[src/rtl/param_updown_counter.sv]
`default_nettype none
// ============================================================================
// Module      : param_updown_counter
// Description : Loadable up/down counter with a programmable modulus and step.
//               End-of-range modes are wrap, saturate and one-shot. A
//               terminal-count pulse is produced. The optional prescaler is
//               enabled by the COUNTER_PRESCALE_EN macro.
// Revision    : 1.0 - initial release
// ============================================================================
module param_updown_counter #(
    parameter int WIDTH      = 8,
    parameter int MAX_VAL    = 255,
    parameter int STEP_W     = 4,
    parameter int PRESCALE_W = 8
) (
    input  logic                  clk,
    input  logic                  reset,
    input  logic                  load,
    input  logic [WIDTH-1:0]      load_val,
    input  logic                  en,
    input  logic                  up,
    input  logic [STEP_W-1:0]     step,
    input  logic [1:0]            mode,
`ifdef COUNTER_PRESCALE_EN
    input  logic [PRESCALE_W-1:0] presc,
`endif
    output logic [WIDTH-1:0]      count,
    output logic                  tc,
    output logic                  halted
);

    // The sum width leaves room for count+step and for a negative count-step.
    localparam int                     SW      = WIDTH + STEP_W + 1;
    localparam logic signed [SW-1:0]   C_MAX_S = SW'(MAX_VAL);
    localparam logic signed [SW-1:0]   C_MOD_S = SW'(MAX_VAL + 1);
    localparam logic signed [SW-1:0]   C_ZERO_S = '0;
    localparam logic [WIDTH-1:0]       C_MAX   = WIDTH'(MAX_VAL);
    localparam logic [WIDTH-1:0]       C_ZERO  = '0;

    localparam logic [1:0] MODE_SAT     = 2'b01;
    localparam logic [1:0] MODE_ONESHOT = 2'b10;

    localparam logic [0:0] ST_RUN  = 1'b0;
    localparam logic [0:0] ST_HALT = 1'b1;

    logic [WIDTH-1:0]     count_q, count_d;
    logic                 tc_q, tc_d;
    logic [0:0]           state_q, state_d;

    logic                 w_tick;
    logic                 w_event;
    logic                 w_wrap_mode;
    logic signed [SW-1:0] w_cnt_s;
    logic signed [SW-1:0] w_step_s;
    logic signed [SW-1:0] w_sum;
    logic signed [SW-1:0] w_res;
    logic signed [SW-1:0] w_bound_s;
    logic                 w_over;
    logic                 w_under;
    logic                 w_hit;
    logic                 w_was_at;
    logic [WIDTH-1:0]     w_load_clamped;

`ifdef COUNTER_PRESCALE_EN
    logic [PRESCALE_W-1:0] presc_q, presc_d;

    // A tick is due once the prescaler has seen presc enabled cycles; using
    // >= keeps it from running away if presc is lowered mid-count.
    assign w_tick = (presc_q >= presc);

    always_comb begin
        presc_d = presc_q;
        if (load) begin
            presc_d = '0;
        end else if (en && (state_q == ST_RUN)) begin
            presc_d = w_tick ? '0 : presc_q + PRESCALE_W'(1);
        end
    end

    always_ff @(posedge clk or posedge reset) begin
        if (reset) begin
            presc_q <= '0;
        end else begin
            presc_q <= presc_d;
        end
    end
`else
    assign w_tick = (PRESCALE_W > 0);
`endif

    assign w_event     = en && (step != '0) && (state_q == ST_RUN) && w_tick;
    assign w_wrap_mode = (mode != MODE_SAT) && (mode != MODE_ONESHOT);

    assign w_cnt_s  = $signed({{(STEP_W + 1){1'b0}}, count_q});
    assign w_step_s = $signed({{(WIDTH + 1){1'b0}}, step});
    assign w_sum    = up ? (w_cnt_s + w_step_s) : (w_cnt_s - w_step_s);
    assign w_over   = (w_sum > C_MAX_S);
    assign w_under  = (w_sum < C_ZERO_S);

    // Step never exceeds MAX_VAL, so one modulus correction is enough to wrap.
    always_comb begin
        w_res = w_sum;
        if (w_wrap_mode) begin
            if (w_over) begin
                w_res = w_sum - C_MOD_S;
            end else if (w_under) begin
                w_res = w_sum + C_MOD_S;
            end
        end else begin
            if (w_over) begin
                w_res = C_MAX_S;
            end else if (w_under) begin
                w_res = C_ZERO_S;
            end
        end
    end

    assign w_bound_s      = up ? C_MAX_S : C_ZERO_S;
    assign w_hit          = (w_res == w_bound_s);
    assign w_was_at       = (count_q == (up ? C_MAX : C_ZERO));
    assign w_load_clamped = (load_val > C_MAX) ? C_MAX : load_val;

    always_comb begin
        count_d = count_q;
        tc_d    = 1'b0;
        state_d = state_q;
        if (load) begin
            count_d = w_load_clamped;
            state_d = ST_RUN;
        end else if (w_event) begin
            count_d = w_res[WIDTH-1:0];
            if (w_wrap_mode) begin
                tc_d = w_over || w_under;
            end else begin
                // Parked at the boundary already: no repeat pulse.
                tc_d = w_hit && !w_was_at;
                if ((mode == MODE_ONESHOT) && w_hit) begin
                    state_d = ST_HALT;
                end
            end
        end
    end

    always_ff @(posedge clk or posedge reset) begin
        if (reset) begin
            count_q <= '0;
            tc_q    <= 1'b0;
            state_q <= ST_RUN;
        end else begin
            count_q <= count_d;
            tc_q    <= tc_d;
            state_q <= state_d;
        end
    end

    assign count  = count_q;
    assign tc     = tc_q;
    assign halted = (state_q == ST_HALT);

endmodule
`default_nettype wire

[config.mk]
export PLATFORM = sky130hd
export DESIGN_NAME = param_updown_counter
export DESIGN_NICKNAME = d
export VERILOG_FILES = /design/src/rtl/param_updown_counter.sv
export SDC_FILE = /design/constraint.sdc
export NUM_CORES = 1
export LEC_CHECK = 0
export CAP_MARGIN = 20
export CORE_MARGIN = 2
export CORE_UTILIZATION = 50
export DETAILED_ROUTE_END_ITERATION = 8
export PLACE_DENSITY = 0.81
export SYNTH_ARGS = -nofsm -noshare
export SYNTH_HDL_FRONTEND = slang
export SYNTH_SLANG_ARGS = --single-unit
[constraint.sdc]
create_clock -name clk -period 2.8 [get_ports clk]
set_input_delay 0.56 -clock clk [delete_from_list [all_inputs] [get_ports clk]]
set_output_delay 0.56 -clock clk [all_outputs]
set_load 0.005 [all_outputs]
### Word level (Yosys, flattened, before mapping)

Index checks and enable logic that the tools add are counted.

| cells by class | value |
|---|---|
| reduce and logical (&&, ||, !) cells | 11 |
| eq/ne operators | 6 |
| bitwise logic cells | 1 |
| mux-type cells | 18 |
| add/subtract/negate cells | 4 |
| $lt $le $gt $ge | 3 |

Operators with widths:

| operator | count |
|---|---|
| $mux 13 | 6 |
| $mux 8 | 5 |
| $add 13x10->13 const B | 1 |
| $eq 13x9->1 | 1 |
| $gt 13x9->1 const B | 1 |
| $lt 13x1->1 const B | 1 |
| $sub 13x10->13 const B | 1 |
| $add 8x4->9 | 1 |
| $sub 8x4->9 | 1 |
| $eq 8x8->1 | 1 |
| $gt 8x8->1 const B | 1 |
| $mux 1 | 7 |
| $logic_and 1x1->1 | 5 |
| $ne 2x2->1 const B | 2 |
| $reduce_bool 2->1 | 2 |
| $reduce_bool 4->1 | 1 |
| $reduce_and 3->1 | 1 |
| $eq 2x2->1 const B | 1 |
| $ne 2x1->1 const B | 1 |
| $logic_not 1->1 | 1 |
| $logic_or 1x1->1 | 1 |
| $not 1->1 | 1 |

| storage, ports and cells | value |
|---|---|
| word-level logic and storage cells | 46 |
| output and inout port bits | 10 |
| input port bits | 19 |
| bits in registers | 10 |

### Depth between registers and ports, before layout

| depth | value |
|---|---|
| depth in word-level cells | 12 |
| depth in mapped cells | 13 |
| mapped depth without buffers | 12 |

### Worst setup path before layout

OpenSTA, ideal clock, no wires.

| timing path | value |
|---|---|
| path kind | input port to flip-flop |
| from | in step[0] |
| to | reg tc_q, in the netlist tc |
| setup time | 0.078 ns |
| setup slack | 0.228 ns |
| data required time | 2.722 ns |
| data arrival time | 2.494 ns |
| buffers on the path | 0 |
| stages | 10 |
| path through | ha_1 inv_1 fa_1 a21o_4 a211o_1 a311o_1 a211oi_1 o2111ai_1 o21a_1 o21bai_1 |

| on the way | value |
|---|---|
| cells in the longest elaborated chain, start to end | 11 |
| elaborated cells on any way between the ends | 21 |
| those cells by class | add/sub: 4; order compare: 2; eq/ne: 1; mux: 9; reduce/logical: 5 |

RTL lines:

| item | line | text |
|---|---|---|
| start: declaration | 22 | `input logic [STEP_W-1:0] step,` |
| $sub 8x4->9 / $add 8x4->9 (equally long branches) | 96 | `assign w_sum = up ? (w_cnt_s + w_step_s) : (w_cnt_s - w_step_s);` |
| $mux 13 | 96 |  |
| $add 13x10->13 / $lt 13x1->1 (equally long branches) | 107, 98 |  |
| $mux 13 (on tied branches) | 106, 112 |  |
| $mux 13 (on tied branches) | 104, 110 |  |
| $mux 13 | 103 | `if (w_wrap_mode) begin` |
| $eq 13x9->1 | 119 | `assign w_hit = (w_res == w_bound_s);` |
| $logic_and 1x1->1 | 136 | `tc_d = w_hit && !w_was_at;` |
| $mux 1 | 132 | `if (w_wrap_mode) begin` |
| $mux 1 * | 130 | `end else if (w_event) begin` |
| $mux 1 * | 127 | `if (load) begin` |
| via tc_d | 47 | `logic tc_q, tc_d;` |
| end signal: assignment | 151 | `tc_q <= tc_d;` |
| end: declaration | 47 |  |

The timed path passes the listed nets; every way through them passes the cells marked *.
A chain may end at the register's enable or synchronous reset.

### Worst setup path after layout

| timing path | value |
|---|---|
| from | in step[3] |
| to | reg tc_q, in the netlist tc |

Same word-level chain as after synthesis.

==> results.yml <==
timing:
  relSlewSlack: 0.727
  finalHoldViolations: 0
  period_needed_ns: 2.72
  finalClockSkew_ns: 0.00497
  slew_violations: 0
  min_period_over_period: 0.971
  rsz0062_at_grt: "no"
  fin_setup_tns_ns: 0
  tightest_slew_ns: 0.410
  max_freq_ghz: 0.368
  setup_viol: 0
worst_setup_path:
  end_kind: "flip-flop"
  crit_chain: "clkdlybuf4s50_1 -> inv_1 -> ha_2 -> or3_4 -> a211o_1 -> a21boi_2 -> or2_1 -> o22ai_2 -> nand4b_1 -> o21a_1 -> o21bai_1"
  cp-start-kind: "input pin"
  rr_endpoint: "tc$_DFF_PP0_"
  critPathMaxFanout: 3
  crit_type: "in2reg"
  cp.required_ns: 2.98
  r2r-start: "count[0]$_DFFE_PP0P_"
  r2r_setup_slack_ns: 0.19
  cp_slowest_cell: "clkdlybuf4s50_1"
  critPathArrivalTime_ns: 2.90
  worstRegToRegCells: 12
  max_stage_delay_ns: 0.48
cells_and_area:
  layout.nets: 250
  utilization: 0.766
  final_area_sq_um: 1850
  area_growth_pct: 47.9
  drive_gt1_frac: 0.229
  stdcell_count: 248
  n_antenna_cell: 0
logic_synthesis:
  synth_flop_cell: "dfrtp_1"
  synth.ff_latch_count: 10
  yosysWarnings: 0
  synth_cell_type_count: 47
  syn_nets: 193
  yosysSeqAreaShare: 0.201
  synthCells: 162
  synth_area_leaders: "dfrtp_1 20%, ha_1 10%, o21ai_0 7.2%, nand2_1 4.8%, nand2b_1 4.0%"
  synth_edf_count: 0
  yosys.area.top_type_share: 0.201
  ys_top_cells_by_count: "18 x o21ai_0, 16 x nand2_1"
  synth-async-reset-ratio: 1.00
  synth.most_common_cell: "o21ai_0"
  syn_area_sq_um: 1250
  syn_avg_cell_area_sq_um: 7.70
  yosysTopAreaCell: "dfrtp_1"
grt:
  grt_pass1_vias: 1302
  grt-ovfl-total: 0
  antenna_found_initial: 0
  grt_pass1_wl_um: 5730
  grt_max_degree: 18
  grt_use_total: 0.272
die:
  die_y_um: 54.0
  initial_core_util: 0.518
  die_w_um: 54.0
  core_sq_um: 2410
  ios: 29
  die_area_sq_um: 2910
  row_count: 18
placed_design:
  io_buffers: 28
  dp.cells: 243
  gp_congestion: 0.965
  dp_hpwl_um: 2810
  placed_area_sq_um: 1760
cts:
  clock_latency_ns: 0.26
  clkSlewWorstSetupHoldPaths_ns: 0.07
  htreeDepth: 1
  clock-root-buffer: "clkbuf_4"
  clockBufferDepth: 2
  cts_sinks: 10
  cts_buffers: 3
  cts_tree: "built"
routing:
  final_antenna_net_count: 0
  vias: 1398
  routed_via_density: 5.64
  drtIter0Drc: 42
  wirelength_um: 3510
  post-route-drc-count: 0
  wire_per_inst_um: 14.1
  drt-pass1-iter-count: 4
power:
  p_per_area_nw_per_um2: 395
  total_power_mw: 0.729
  vdd_drop_max_mv: 0.381
  leakagePower_nw: 0.812
flow_run:
  max-cap-violations: 0
worst_hold_path:
  hold_path_class: "in2async"
outcome:
  status: "complete, no violations"
==> critical path, delay by kind of cell <==
kind | cells | cell delay, ns
AO/OA/AOI/OAI | 5 | 0.93
AND/OR/NAND/NOR | 3 | 0.71
buffers and inverters | 2 | 0.53
adder cells (fa/ha/maj) | 1 | 0.18
==> state kept, by name, indices dropped and copies added (netlist names) <==
signal and count:
count 8, tc 1, halted 1
==> placed cells by master (no fill, tap or decap), types with 4 or more instances in the layout <==
cell type / netlist / routed
clkdlybuf4s50_1: 0 / 26
buf_4: 0 / 33
nand4_1: 4 / 4
nand2_1: 16 / 16
ha_1: 10 / 8
o21ai_1: 3 / 5
dfrtp_1: 10 / 10
o21ai_0: 18 / 16
nor2_1: 10 / 10
inv_1: 10 / 9
nand2b_1: 8 / 7
nand3_1: 6 / 6
mux2i_1: 4 / 4
o211ai_1: 4 / 4
nor2b_1: 4 / 4
a21oi_1: 7 / 6
==> repair_timing <==
item,CTS,global route
gates resized for setup,4,10
buffers inserted,1,0
cloned,0,0
hold buffers,0,0
setup endpoints to repair,3,5
pin swaps,8,5
==> area by class of cell <==
class	count	area (sq um)
inverters	10	37.5
repair buffers	61	529
flip-flops and latches	10	250
multi-input cells	133	955
well taps	30	37.5
clock buffers	4	36.3
fillers	172	564
==> metrics by stage <==
stage	hold slack, ns	setup slack (ns)
5_1_grt	0.595	0.0127
4_1_cts	0.571	0.0186
3_5_place_dp	0.560	-0.428
3_3_place_gp	0.555	-0.367
2_1_floorplan	0.400	0.228
6_report	0.569	0.0804
==> report_power, final <==
group          total [mW]  internal [mW]  switching (mW)
clock               0.127         0.0789          0.0486
combinational       0.408          0.227           0.182
sequential          0.193          0.159          0.0345
total               0.729          0.464           0.265
==> logic make-up (layout without fill, tap and decap cells) <==
family,count (synthesis),count (layout),synth area share
AO/OA/AOI/OAI,52,52,0.288
adder cells (fa/ha/maj),12,12,0.132
buffers and inverters,19,75,0.0692
XOR/XNOR,1,1,0.00702
flip-flops,10,10,0.201
AND/OR/NAND/NOR,64,64,0.271
multiplexers,4,4,0.0321
==> layer usage <==
metal	track usage	routed length, um
met1	0.369	1610
met2	0.455	1690
met4	0.0855	52
met3	0.0250	154
met5	0	0
==> worst max path at each step <==
stage / startpoint / slack, ns / cells after the start / end
after CTS: step[1] / 0.02 / 11 / tc$_DFF_PP0_
after floorplan: step[0] / 0.23 / 10 / tc$_DFF_PP0_
after detailed placement: step[0] / -0.43 / 12 / tc$_DFF_PP0_
final: step[3] / 0.08 / 11 / tc$_DFF_PP0_
after global routing: step[3] / 0.01 / 13 / count[5]$_DFFE_PP0P_
after global placement: step[0] / -0.37 / 12 / tc$_DFF_PP0_
Power figures use the tool's default switching activity.
